## config.mk

```make
export PLATFORM = sky130hd
export DESIGN_NAME = mp_add_sched
export DESIGN_NICKNAME = d
export VERILOG_FILES = /design/src/rtl/mp_add_sched.sv
export SDC_FILE = /design/constraint.sdc
export NUM_CORES = 1
export LEC_CHECK = 0
export BUFFER_PORTS_ARGS = -buffer_cell sky130_fd_sc_hd__buf_2
export CAP_MARGIN = 10
export CORE_AREA = 2 2 123 125
export DETAILED_ROUTE_END_ITERATION = 6
export DIE_AREA = 0 0 125 127
export PLACE_DENSITY = 0.9
export SYNTH_ARGS = -nofsm -noshare
export SYNTH_HDL_FRONTEND = slang
export SYNTH_SLANG_ARGS = --single-unit
```

## constraint.sdc

```tcl
create_clock -name clk -period 5.8 [get_ports clk]
set_input_delay 0.58 -clock clk [delete_from_list [all_inputs] [get_ports clk]]
set_output_delay 0.58 -clock clk [all_outputs]
set_load 0.01 [all_outputs]
```

## src/rtl/mp_add_sched.sv

```systemverilog
// mp_add_sched: two-requester, round-robin scheduled multi-precision adder.
// Operands are W = 12*WORDS bits wide. One shared 12-bit tree adder processes
// one chunk per cycle, least significant chunk first.
// Optional feature: define MP_ADD_SCHED_SUBTRACT_EN to honour reqN_sub
// (a + ~b + 1). Without it the sub inputs are ignored and the block only adds.

// 12-bit parallel-prefix (Kogge-Stone style) adder with carry in/out.
module tree_12_adder (
  input  logic [11:0] a,
  input  logic [11:0] b,
  input  logic        cin,
  output logic [11:0] sum,
  output logic        cout
);

  logic [11:0] p0;
  logic [11:0] g_tree;

  assign p0 = a ^ b;

  // Prefix tree: g_tree[i] is the carry out of bit i, cin folded into bit 0.
  always_comb begin
    logic [11:0] g;
    logic [11:0] p;
    logic [11:0] g_nxt;
    logic [11:0] p_nxt;
    g    = a & b;
    p    = p0;
    g[0] = g[0] | (p0[0] & cin);
    for (int d = 1; d < 12; d = d * 2) begin
      g_nxt = g;
      p_nxt = p;
      for (int i = d; i < 12; i++) begin
        g_nxt[i] = g[i] | (p[i] & g[i-d]);
        p_nxt[i] = p[i] & p[i-d];
      end
      g = g_nxt;
      p = p_nxt;
    end
    g_tree = g;
  end

  assign sum  = p0 ^ {g_tree[10:0], cin};
  assign cout = g_tree[11];

endmodule

module mp_add_sched #(
  parameter int WORDS = 4
) (
  input  logic                  clk,
  input  logic                  rst_n,
  input  logic                  req0_valid,
  output logic                  req0_ready,
  input  logic [12*WORDS-1:0]   req0_a,
  input  logic [12*WORDS-1:0]   req0_b,
  input  logic                  req0_sub,
  input  logic                  req1_valid,
  output logic                  req1_ready,
  input  logic [12*WORDS-1:0]   req1_a,
  input  logic [12*WORDS-1:0]   req1_b,
  input  logic                  req1_sub,
  output logic                  res_valid,
  input  logic                  res_ready,
  output logic [12*WORDS-1:0]   res_sum,
  output logic                  res_cout,
  output logic                  res_id,
  output logic                  busy
);

  localparam int W  = 12 * WORDS;
  localparam int CW = (WORDS > 1) ? $clog2(WORDS) : 1;

  typedef enum logic [1:0] {
    IDLE = 2'd0,
    RUN  = 2'd1,
    DONE = 2'd2
  } state_t;

  state_t          state_reg, state_next;

  logic [W-1:0]    a_reg, b_reg, sum_reg;
  logic            sub_reg, id_reg, carry_reg, cout_reg;
  logic            last_grant_reg;   // 1: requester 1 was granted last
  logic [CW-1:0]   cnt_reg;

  logic            grant0, grant1, accept, sel_id, sel_sub, last_chunk;
  logic [W-1:0]    sel_a, sel_b;
  logic [11:0]     a_chunk, b_chunk, add_sum;
  logic            add_cout;

  // Round-robin: a lone requester wins; on a tie the one not granted last wins.
  assign grant0 = req0_valid && (!req1_valid || last_grant_reg);
  assign grant1 = req1_valid && (!req0_valid || !last_grant_reg);

  // Readys are only ever high in IDLE, so either one high is a handshake.
  assign accept = req0_ready | req1_ready;
  assign sel_id = req1_ready;
  assign sel_a  = sel_id ? req1_a : req0_a;
  assign sel_b  = sel_id ? req1_b : req0_b;

`ifdef MP_ADD_SCHED_SUBTRACT_EN
  assign sel_sub = sel_id ? req1_sub : req0_sub;
`else
  logic unused_sub;
  assign sel_sub    = 1'b0;
  assign unused_sub = req0_sub ^ req1_sub;
`endif

  assign last_chunk = (cnt_reg == CW'(WORDS - 1));
  assign a_chunk    = a_reg[12*cnt_reg +: 12];
  assign b_chunk    = b_reg[12*cnt_reg +: 12] ^ {12{sub_reg}};

  tree_12_adder u_adder (
    .a    (a_chunk),
    .b    (b_chunk),
    .cin  (carry_reg),
    .sum  (add_sum),
    .cout (add_cout)
  );

  // State register.
  always_ff @(posedge clk or negedge rst_n) begin
    if (!rst_n) state_reg <= IDLE;
    else        state_reg <= state_next;
  end

  // Next-state and request handshake outputs; readys forced low during reset.
  always_comb begin
    state_next = state_reg;
    req0_ready = 1'b0;
    req1_ready = 1'b0;
    case (state_reg)
      IDLE: begin
        req0_ready = grant0 && rst_n;
        req1_ready = grant1 && rst_n;
        if ((grant0 || grant1) && rst_n) state_next = RUN;
      end
      RUN: begin
        if (last_chunk) state_next = DONE;
      end
      DONE: begin
        if (res_ready) state_next = IDLE;
      end
      default: state_next = IDLE;
    endcase
  end

  // Operand capture on accept, then one chunk per RUN cycle.
  always_ff @(posedge clk or negedge rst_n) begin
    if (!rst_n) begin
      a_reg          <= '0;
      b_reg          <= '0;
      sum_reg        <= '0;
      sub_reg        <= 1'b0;
      id_reg         <= 1'b0;
      carry_reg      <= 1'b0;
      cout_reg       <= 1'b0;
      last_grant_reg <= 1'b1;
      cnt_reg        <= '0;
    end else if (accept) begin
      a_reg          <= sel_a;
      b_reg          <= sel_b;
      sub_reg        <= sel_sub;
      id_reg         <= sel_id;
      last_grant_reg <= sel_id;
      carry_reg      <= sel_sub;  // chunk 0 carry in is the effective sub bit
      cnt_reg        <= '0;
    end else if (state_reg == RUN) begin
      sum_reg[12*cnt_reg +: 12] <= add_sum;
      cnt_reg                   <= cnt_reg + 1'b1;
      if (last_chunk) cout_reg  <= add_cout;   // top carry only reaches res_cout
      else            carry_reg <= add_cout;
    end
  end

  assign res_valid = (state_reg == DONE);
  assign busy      = (state_reg != IDLE);
  assign res_sum   = sum_reg;
  assign res_cout  = cout_reg;
  assign res_id    = id_reg;

endmodule

```

# [Yosys cells after proc, flatten, opt, wreduce, memory -nomap -nowiden]
# Cells that the tools add are included.
[totals] elab_cells=150 ff_bits=152 inputBits=199
[classes] n_eq_ne=7 n_reduce_logical=18 n_bitwise=95 addsub=2 n_shift=4 mul=1 n_mux=14
[ops] op="two-way mux 48 bit" n=2
[ops] op="indexed part select 48 x 7 -> 12 bit" n=2
[ops] op="AND 1 bit" n=56
[ops] op="bitwise mux 48 bit" n=1
[ops] op="variable shift 12 x 34 -> 48 bit, first input constant" n=1
[ops] op="indexed part select 12 x 34 -> 48 bit" n=1
[ops] op="OR 1 bit" n=35
[ops] op="negation 6 -> 34 bit" n=1
[ops] op="XOR 12 bit" n=2
[ops] op="AND 12 bit" n=1
[ops] op="two-way mux 2 bit" n=5
[ops] op="!= test 2 bit, second input constant" n=3
[ops] op="case mux 2 bit (3 select lines)" n=1
[ops] op="AND reduction 3 bit" n=2
[ops] op="logical AND 1 bit" n=5
[ops] op="two-way mux 1 bit" n=5
[ops] op="equality test 2 bit, second input constant" n=2
[ops] op="multiplier 2 x 2 -> 4 bit, first input constant" n=1
[ops] op="AND reduction 2 bit" n=2
[ops] op="nonzero test 2 bit" n=2
[ops] op="logical NOT 1 bit" n=3
[ops] op="logical OR 1 bit" n=3
[ops] op="adder 2 x 1 -> 2 bit, second input constant" n=1
[ops] op="equality test 2 x 1 -> 1 bit, second input constant" n=1
[ops] op="other kinds (3)" n=3

# [Logic depth before layout (Yosys ltp)]
# Gate-level depths: netlist (run 1).
[depth] word_depth=14 mapped_depth=11 depth_no_buf=9

# [Hierarchy]
# Synthesis (run 1) repeated with hierarchy kept, for this count alone.
[hier_totals] hier_cells=889 hier_area_um2=8552.0
[modules_own_cells] mod="mp_add_sched" n_inst=1 cells_per_inst=808 area_per_inst_um2=7900.1
[modules_own_cells] mod="tree_12_adder" n_inst=1 cells_per_inst=81 area_per_inst_um2=651.9

# [Least setup slack after synthesis (run 1)]
# No wires, ideal clock.
[synth_timing] path_type="reg-to-reg" start="reg cnt_reg[0]" end="reg sum_reg[34], in the netlist res_sum[34]" arrival_ns=3.520 period_less_slack_ns=3.641 stages_incl_launch_ff=12 path_buffers=2 required_ns=5.679 setup_time_ns=0.121 setup_slack_ns=2.159 cell_sequence="dfrtp_1 > buf_2 > clkbuf_1 > mux4_2 > fa_1 > fa_1 > a21o_1 > a221oi_4 > o21ai_0 > xor2_1 > a21o_1 > a22o_1"
[synth_via] elab_chain_cells=14 word_cells_on_any_way=89 classes_between="add/sub (1); mul (1); shift (4); mux (1); bitwise (82)"
[synth_rtl] element="start: declaration" line_no="85" text="logic [CW-1:0] cnt_reg;"
[synth_rtl] element="start signal: assignment" line_no="171" text="cnt_reg <= cnt_reg + 1'b1;"
[synth_rtl] element="multiplier 2 x 2 -> 4 bit (*)" line_no="111, 112, 170"
[synth_rtl] element="indexed part select 48 x 7 -> 12 bit (on tied branches)" line_no="111, 112"
[synth_rtl] element="XOR 12 bit" line_no="19" text="assign p0 = a ^ b;"
[synth_rtl] element="AND 1 bit" line_no="29" text="g[0] = g[0] | (p0[0] & cin);"
[synth_rtl] element="OR 1 bit" line_no="29"
[synth_rtl] element="AND 1 bit" line_no="34" text="g_nxt[i] = g[i] | (p[i] & g[i-d]);"
[synth_rtl] element="OR 1 bit" line_no="34"
[synth_rtl] element="AND 1 bit" line_no="34"
[synth_rtl] element="OR 1 bit" line_no="34"
[synth_rtl] element="AND 1 bit" line_no="34"
[synth_rtl] element="OR 1 bit" line_no="34"
[synth_rtl] element="XOR 12 bit" line_no="43" text="assign sum = p0 ^ {g_tree[10:0], cin};"
[synth_rtl] element="indexed part select 12 x 34 -> 48 bit" line_no="170" text="sum_reg[12*cnt_reg +: 12] <= add_sum;"
[synth_rtl] element="bitwise mux 48 bit (*)" line_no="170"
[synth_rtl] element="end signal: indexed assignment" line_no="170"
[synth_rtl] element="end: declaration" line_no="82" text="logic [W-1:0] a_reg, b_reg, sum_reg;"
# Mark *: on every way between the ends. The rest lies on a longest branch, timed or not.
# A chain may end at the register's enable or synchronous reset.

# [Final worst setup path (run 1)]
[layout_timing] start="reg cnt_reg[0]" end="reg sum_reg[10], in the netlist res_sum[10]"
# The elaborated chain is that of the path after synthesis.

==> results of run 1 <==
==> metal layers <==
metal	vias to the layer above	track usage [%]	part of all wire (%)
met5	-	0	0
met4	0	11.2	3.4
met3	58	7.24	8.5
met2	452	50.4	49
met1	3555	38.7	39
li1	3478	-	-
==> per-stage QoR <==
step / worst slack (ns) / total power [uW] / area (um2) / hold WS [ns] / instances
final: 1.81 / 7270 / 9860 / 0.209 / 1281
after floorplan: 2.16 / 4780 / 7920 / 0.284 / 865
after global placement: 1.87 / 5860 / 9230 / 0.458 / 1248
after CTS: 1.77 / 7220 / 9860 / 0.267 / 1280
after global routing: 1.56 / 7760 / 9860 / 0.292 / 1281
after detailed placement: 1.79 / 6010 / 9230 / 0.463 / 1248
==> worst paths after layout <==
path / endpoint / slack [ns] / depth (start not counted)
max: res_sum[10] / 1.81 / 9
min: a_reg[15] / 0.21 / 1
max reg2reg: res_sum[10] / 1.81 / 9
min reg2reg: res_id / 0.48 / 2
max in group asynchronous: cnt_reg[0] / 4.29 / 2
min in group clk: b_reg[12] / 0.40 / 3
==> Yosys cell counts, types with 2 or more instances <==
cell type	n
nand2_1	236
dfrtp_1	151
nor2_1	112
a31oi_1	97
clkbuf_1	42
o21ai_0	28
mux4_2	24
a22o_1	20
ha_1	17
a21oi_1	14
buf_2	8
a21o_1	7
a22oi_1	7
nand2b_1	7
buf_1	6
nor2b_1	6
nor3_1	6
xnor2_1	6
inv_1	5
nand3_1	5
o31ai_1	5
xor2_1	5
and2_1	4
nand4_1	4
a32oi_1	3
mux2i_1	3
a22o_2	2
and3_1	2
buf_4	2
fa_1	2
o211ai_1	2
o21bai_1	2
o221ai_1	2
or2_2	2
or3_1	2
==> layout make-up <==
type	instances	area (um2)	share of cell area [%]
Antenna cell	1	2.50	0.0254
Clock buffer	18	429	4.35
Clock inverter	14	195	1.98
Inverter	7	27.5	0.279
Multi-Input combinational cell	647	3850	39.1
Sequential cell	152	3810	38.6
Tap cell	184	230	2.34
Timing Repair Buffer	258	1320	13.4
==> worst register-to-register path, stage by stage, from the launching register on <==
cell      delay [ns]
dfrtp_2         0.79
mux4_2          0.64
fa_1            0.46
fa_1            0.41
a21o_1          0.22
a221oi_4        0.28
o21ai_0         0.19
xor2_1          0.54
a31oi_1         0.19
o21ai_0         0.19
==> power by group <==
part	switching, uW	leakage (uW)	total [uW]	internal, uW
clock	454	0.000305	1180	723
sequential	382	0.00187	1940	1550
combinational	2540	0.00270	4160	1630
==> kinds of logic (layout without fill, tap and decap cells) <==
kind of cell	after synthesis	in the layout	share of synthesized area, %
AO/OA/AOI/OAI	200	200	17.0
AND/OR/NAND/NOR	390	390	19.9
buffers and inverters	66	297	3.45
XOR/XNOR	11	11	1.22
other	0	1	0
adder cells (fa/ha/maj)	19	19	3.19
multiplexers	27	27	7.21
flip-flops	152	152	48.1
==> insert_results.sql, run 1 <==
INSERT INTO impl_metrics (metric_group, metric, value, unit) VALUES
('outcome', 'result_of_the_run', 'finished, final reports clean', ''),
('cells_and_area', 'mostFrequentLayoutCells', 'buf_2, nand2_1, dfrtp_1', ''),
('logic_synthesis', 'post_synth_main_area_contributors', 'dfrtp_1, nand2_1, a31oi_1, mux4_2, nor2_1', ''),
('floorplan', 'die_height', '127', 'um'),
('worst_setup_path', 'critical_path_required', '6.15', 'ns'),
('worst_setup_path', 'cp.buffers_inverters', '0', ''),
('floorplan', 'die_width', '125', 'um'),
('clocking', 'post_cts_resize_count', '0', ''),
('clocking', 'cts_buffers', '17', ''),
('flow_run', 'cap_violations', '0', ''),
('cells_and_area', 'post_route_cells_drive_above_1_share', '29.7', '%'),
('timing', 'slew_headroom', '35.9', '%'),
('cells_and_area', 'design.final.nets', '1301', ''),
('global_routing', 'first_global_vias', '7320', ''),
('worst_setup_path', 'worstPathMaxFanout', '21', ''),
('clocking', 'clk_pin_slew_worst_paths', '0.06', 'ns'),
('floorplan', 'ios', '253', ''),
('logic_synthesis', 'count_of_flip_flops_with_a_built_in_enable_after_synthesis', '0', ''),
('worst_setup_path', 'worst_path_largest_cell_delay', '0.79', 'ns'),
('floorplan', 'die-area', '0.0159', 'mm2'),
('clocking', 'post_cts_hold_buffer_count', '0', ''),
('global_routing', 'grt_pass1_wl', '37400', 'um'),
('placement', 'placement.io_buffers', '250', ''),
('worst_setup_path', 'critical_path_class', 'reg -> reg', ''),
('logic_synthesis', 'yosysTopAreaCell', 'dfrtp_1', ''),
('clocking', 'max-clock-path-buffers', '2', ''),
('placement', 'detailed_place_hpwl', '17000', 'um'),
('detailed_routing', 'drc', '0', ''),
('global_routing', 'initial_antenna_violation_count', '1', ''),
('timing', 'report.final.slew_viol_count', '0', ''),
('worst_setup_path', 'chain_of_cells_forming_the_critical_path', 'mux4_2, fa_1, fa_1, a21o_1, a221oi_4, o21ai_0, xor2_1, a31oi_1, o21ai_0', ''),
('timing', 'finClkSkew', '0.0147', 'ns'),
('logic_synthesis', 'asyncSetResetFlopFracSynth', '100', '%'),
('global_routing', 'grt_overflow_total', '0', ''),
('detailed_routing', 'initialDrtViolationCount', '771', ''),
('timing', 'totalNegativeSetupSlack', '0', 'ns'),
('worst_setup_path', 'critPathLaunchType', 'flop', ''),
('global_routing', 'grt_start_max_net_pins', '101', ''),
('timing', 'tightestPinTransition', '0.962', 'ns'),
('timing', 'final_period_minus_worst_setup_slack', '3.99', 'ns'),
('cells_and_area', 'layout_commonest_cell', 'buf_2', ''),
('min_path', 'worstHoldPathType', 'in -> async', ''),
('logic_synthesis', 'postSynthAreaPerCell', '9.15', 'um2'),
('logic_synthesis', 'syn_area', '0.00792', 'mm2'),
('detailed_routing', 'tritonroute_pass_1_iters', '6', ''),
('logic_synthesis', 'ys_seq_area_share', '48.1', '%'),
('clocking', 'cts_tree', 'yes', ''),
('power_and_ir_drop', 'worst_ir_drop_vdd', '0.545', 'mV'),
('power_and_ir_drop', 'power-per-cell-area', '738', 'mW/mm2'),
('timing', 'finalHoldViolCount', '0', ''),
('detailed_routing', 'total_wirelength', '23500', 'um'),
('worst_setup_path', 'cp-end-kind', 'flop', ''),
('detailed_routing', 'vias_per_cell', '5.89', ''),
('detailed_routing', 'drtAntennaViolNets', '0', ''),
('timing', 'max_freq', '0.251', 'GHz'),
('clocking', 'clock_sink_count', '152', ''),
('logic_synthesis', 'yosysWarnings', '0', ''),
('detailed_routing', 'detailroute.via_count', '7543', ''),
('timing', 'grt_setup_unrepaired', 'no', ''),
('cells_and_area', 'num-fill-cells', '1093', ''),
('global_routing', 'grt_use_total', '30.2', '%'),
('logic_synthesis', 'ys_types', '54', ''),
('worst_setup_path', 'crit_slowest_cell', 'dfrtp_2', ''),
('logic_synthesis', 'synth_top_area_share', '47.7', '%'),
('power_and_ir_drop', 'static_leakage', '0.00488', 'uW'),
('floorplan', 'initial_util', '54.9', '%'),
('clocking', 'buffer_count_from_post_cts_setup_fixing', '0', ''),
('cells_and_area', 'final_core_utilization', '68.3', '%'),
('worst_setup_path', 'crit_arrival', '4.34', 'ns'),
('cells_and_area', 'synthToLayoutAreaGrowth', '24.5', '%'),
('clocking', 'cell_at_the_root_of_the_clock_tree', 'clkbuf_16', '');
No activity file was read; power rests on OpenSTA's default activity.
==> run 2: changes to the inputs <==
--- a/config.mk
+++ b/config.mk
@@ -7,10 +7,10 @@
 export LEC_CHECK = 0
 export BUFFER_PORTS_ARGS = -buffer_cell sky130_fd_sc_hd__buf_2
 export CAP_MARGIN = 10
-export CORE_AREA = 2 2 123 125
+export CORE_AREA = 2 2 133 135
 export DETAILED_ROUTE_END_ITERATION = 6
-export DIE_AREA = 0 0 125 127
-export PLACE_DENSITY = 0.9
+export DIE_AREA = 0 0 135 137
+export PLACE_DENSITY = 0.82
 export SYNTH_ARGS = -nofsm -noshare
 export SYNTH_HDL_FRONTEND = slang
 export SYNTH_SLANG_ARGS = --single-unit
==> constraint.sdc (replaced) <==
create_clock -name clk -period 3.5 [get_ports clk]
set_input_delay 0.35 -clock clk [delete_from_list [all_inputs] [get_ports clk]]
set_output_delay 0.35 -clock clk [all_outputs]
set_load 0.01 [all_outputs]
==> insert_results.sql, run 2 (synthesized netlist as in run 1, its figures left out) <==
INSERT INTO impl_metrics (metric_group, metric, value, unit) VALUES
('cells_and_area', 'antenna_cells_inserted', '0', ''),
('timing', 'finalHoldViolCount', '0', ''),
('timing', 'max_freq', '0.301', 'GHz'),
('detailed_routing', 'tritonroute_pass_1_iters', '5', ''),
('flow_run', 'cap_violations', '0', ''),
('floorplan', 'die-area', '0.0185', 'mm2'),
('floorplan', 'rows', '48', ''),
('cells_and_area', 'multi_input_comb_area', '0.00386', 'mm2'),
('cells_and_area', 'final-seq-area', '0.00381', 'mm2'),
('cells_and_area', 'post_route_cells_drive_above_1_share', '30.7', '%'),
('timing', 'finClkSkew', '0.0104', 'ns'),
('clocking', 'clk_pin_slew_worst_paths', '0.07', 'ns'),
('detailed_routing', 'detailroute.via_count', '7459', ''),
('global_routing', 'grt_use_total', '26.2', '%'),
('worst_setup_path', 'crit_arrival', '3.63', 'ns'),
('clocking', 'max-clock-path-buffers', '2', ''),
('clocking', 'cts-htree-levels', '4', ''),
('floorplan', 'die_height', '137', 'um'),
('timing', 'grt_setup_unrepaired', 'no', ''),
('cells_and_area', 'layout_commonest_cell', 'buf_2', ''),
('detailed_routing', 'total_wirelength', '23700', 'um'),
('global_routing', 'initial_antenna_violation_count', '0', ''),
('detailed_routing', 'initialDrtViolationCount', '626', ''),
('timing', 'totalNegativeSetupSlack', '0', 'ns'),
('floorplan', 'ios', '253', ''),
('worst_setup_path', 'worstPathMaxFanout', '4', ''),
('outcome', 'result_of_the_run', 'finished, final reports clean', ''),
('clocking', 'cts_tree', 'yes', ''),
('global_routing', 'grt_overflow_total', '0', ''),
('floorplan', 'initial_util', '46.4', '%'),
('detailed_routing', 'drc', '0', ''),
('cells_and_area', 'num-fill-cells', '1462', ''),
('worst_setup_path', 'critPathLaunchType', 'flop', ''),
('worst_setup_path', 'r2r_setup_slk', '0.17', 'ns'),
('placement', 'detailed_place_hpwl', '17600', 'um'),
('clocking', 'clock_sink_count', '152', ''),
('floorplan', 'core_area', '0.0171', 'mm2'),
('cells_and_area', 'design.final.nets', '1315', ''),
('placement', 'placement.io_buffers', '250', ''),
('floorplan', 'die_width', '135', 'um'),
('timing', 'final_period_minus_worst_setup_slack', '3.33', 'ns'),
('detailed_routing', 'vias_per_cell', '5.59', ''),
('timing', 'report.final.slew_viol_count', '0', ''),
('placement', 'final_estimated_routing_congestion_in_global_placement', '0.897', ''),
('global_routing', 'grt_pass1_wl', '36900', 'um'),
('timing', 'tightestPinTransition', '1.11', 'ns'),
('min_path', 'worstHoldPathType', 'in -> reg', ''),
('clocking', 'buffer_count_from_post_cts_setup_fixing', '0', ''),
('cells_and_area', 'final_core_utilization', '58.9', '%'),
('power_and_ir_drop', 'worst_ir_drop_vdd', '0.831', 'mV'),
('clocking', 'cts_buffers', '17', ''),
('timing', 'slew_headroom', '25.8', '%'),
('power_and_ir_drop', 'static_leakage', '0.00496', 'uW'),
('clocking', 'cell_at_the_root_of_the_clock_tree', 'clkbuf_16', ''),
('worst_setup_path', 'critical_path_required', '3.80', 'ns'),
('cells_and_area', 'mostFrequentLayoutCells', 'buf_2, nand2_1, dfrtp_1', ''),
('timing', 'min_period_over_period', '95.0', '%'),
('global_routing', 'grt_start_max_net_pins', '126', ''),
('cells_and_area', 'synthToLayoutAreaGrowth', '26.9', '%'),
('timing', 'finalSetupViolations', '0', ''),
('worst_setup_path', 'cp-end-kind', 'flop', ''),
('detailed_routing', 'drtAntennaViolNets', '0', ''),
('global_routing', 'first_global_vias', '7044', ''),
('clocking', 'clock_insertion_delay_worst_skew', '0.43', 'ns'),
('detailed_routing', 'detail_route.wl_per_cell', '17.7', 'um'),
('worst_setup_path', 'critical_path_class', 'reg -> reg', ''),
('power_and_ir_drop', 'power-per-cell-area', '1260', 'mW/mm2');
==> run 2: worst max-delay path, stage by stage (launching register included) <==
cell	delay (ns)
dfrtp_2	0.42
mux4_2	0.55
fa_1	0.46
fa_1	0.43
a21o_1	0.22
a221oi_4	0.30
o21bai_1	0.15
a21oi_1	0.26
xor2_2	0.28
o21ai_0	0.14
==> run 2: stage by stage <==
stage | area, um2 | setup WS (ns) | total power [uW] | hold WS [ns] | instances
floorplan | 7920 | 0.0244 | 7940 | 0.0544 | 865
global placement | 9390 | 0.178 | 10300 | 0.311 | 1302
detailed placement | 9390 | 0.110 | 10500 | 0.316 | 1302
CTS | 10000 | 0.103 | 12500 | 0.152 | 1335
global route | 10000 | 0.0330 | 13400 | 0.153 | 1335
finish | 10000 | 0.175 | 12600 | 0.160 | 1335
==> run 2: timing repair <==
action,CTS,global route
endpoints found under the setup margin,0,5
hold endpoints to repair,41,0
resized for setup,0,2
hold buffers,1,0
==> run 2: per-layer routing <==
layer  vias to the layer above  track usage [%]  wire length [um]
met5                         -                0                 0
met4                         0             9.55               647
met3                        51             5.63              1790
met2                       390             40.9             11100
met1                      3514             36.2             10100
li1                       3504                -                 -
==> run 2: path summary, 6_finish.rpt <==
kind	from	endpoint	depth (start not counted)
min	req0_b[44]	b_reg[44]	3
max in group asynchronous	rst_n	res_sum[6]	3
min reg2reg	res_sum[15]	res_sum[15]	2
max	cnt_reg[0]	res_sum[20]	9
min in group asynchronous	rst_n	res_id	2
max reg2reg	cnt_reg[0]	res_sum[20]	9
==> run 2: power breakdown <==
part,switching [uW],internal [uW]
clock network,791,1210
logic,4350,3120
registers,569,2580
total,5710,6910
==> run 2: layout make-up <==
class,instances,share of cell area (%)
clock inverters,15,2.13
clock buffers,17,4.23
repair buffers,272,14.3
multi-input cells,647,38.4
well taps,225,2.80
inverters,7,0.274
flip-flops and latches,152,37.9
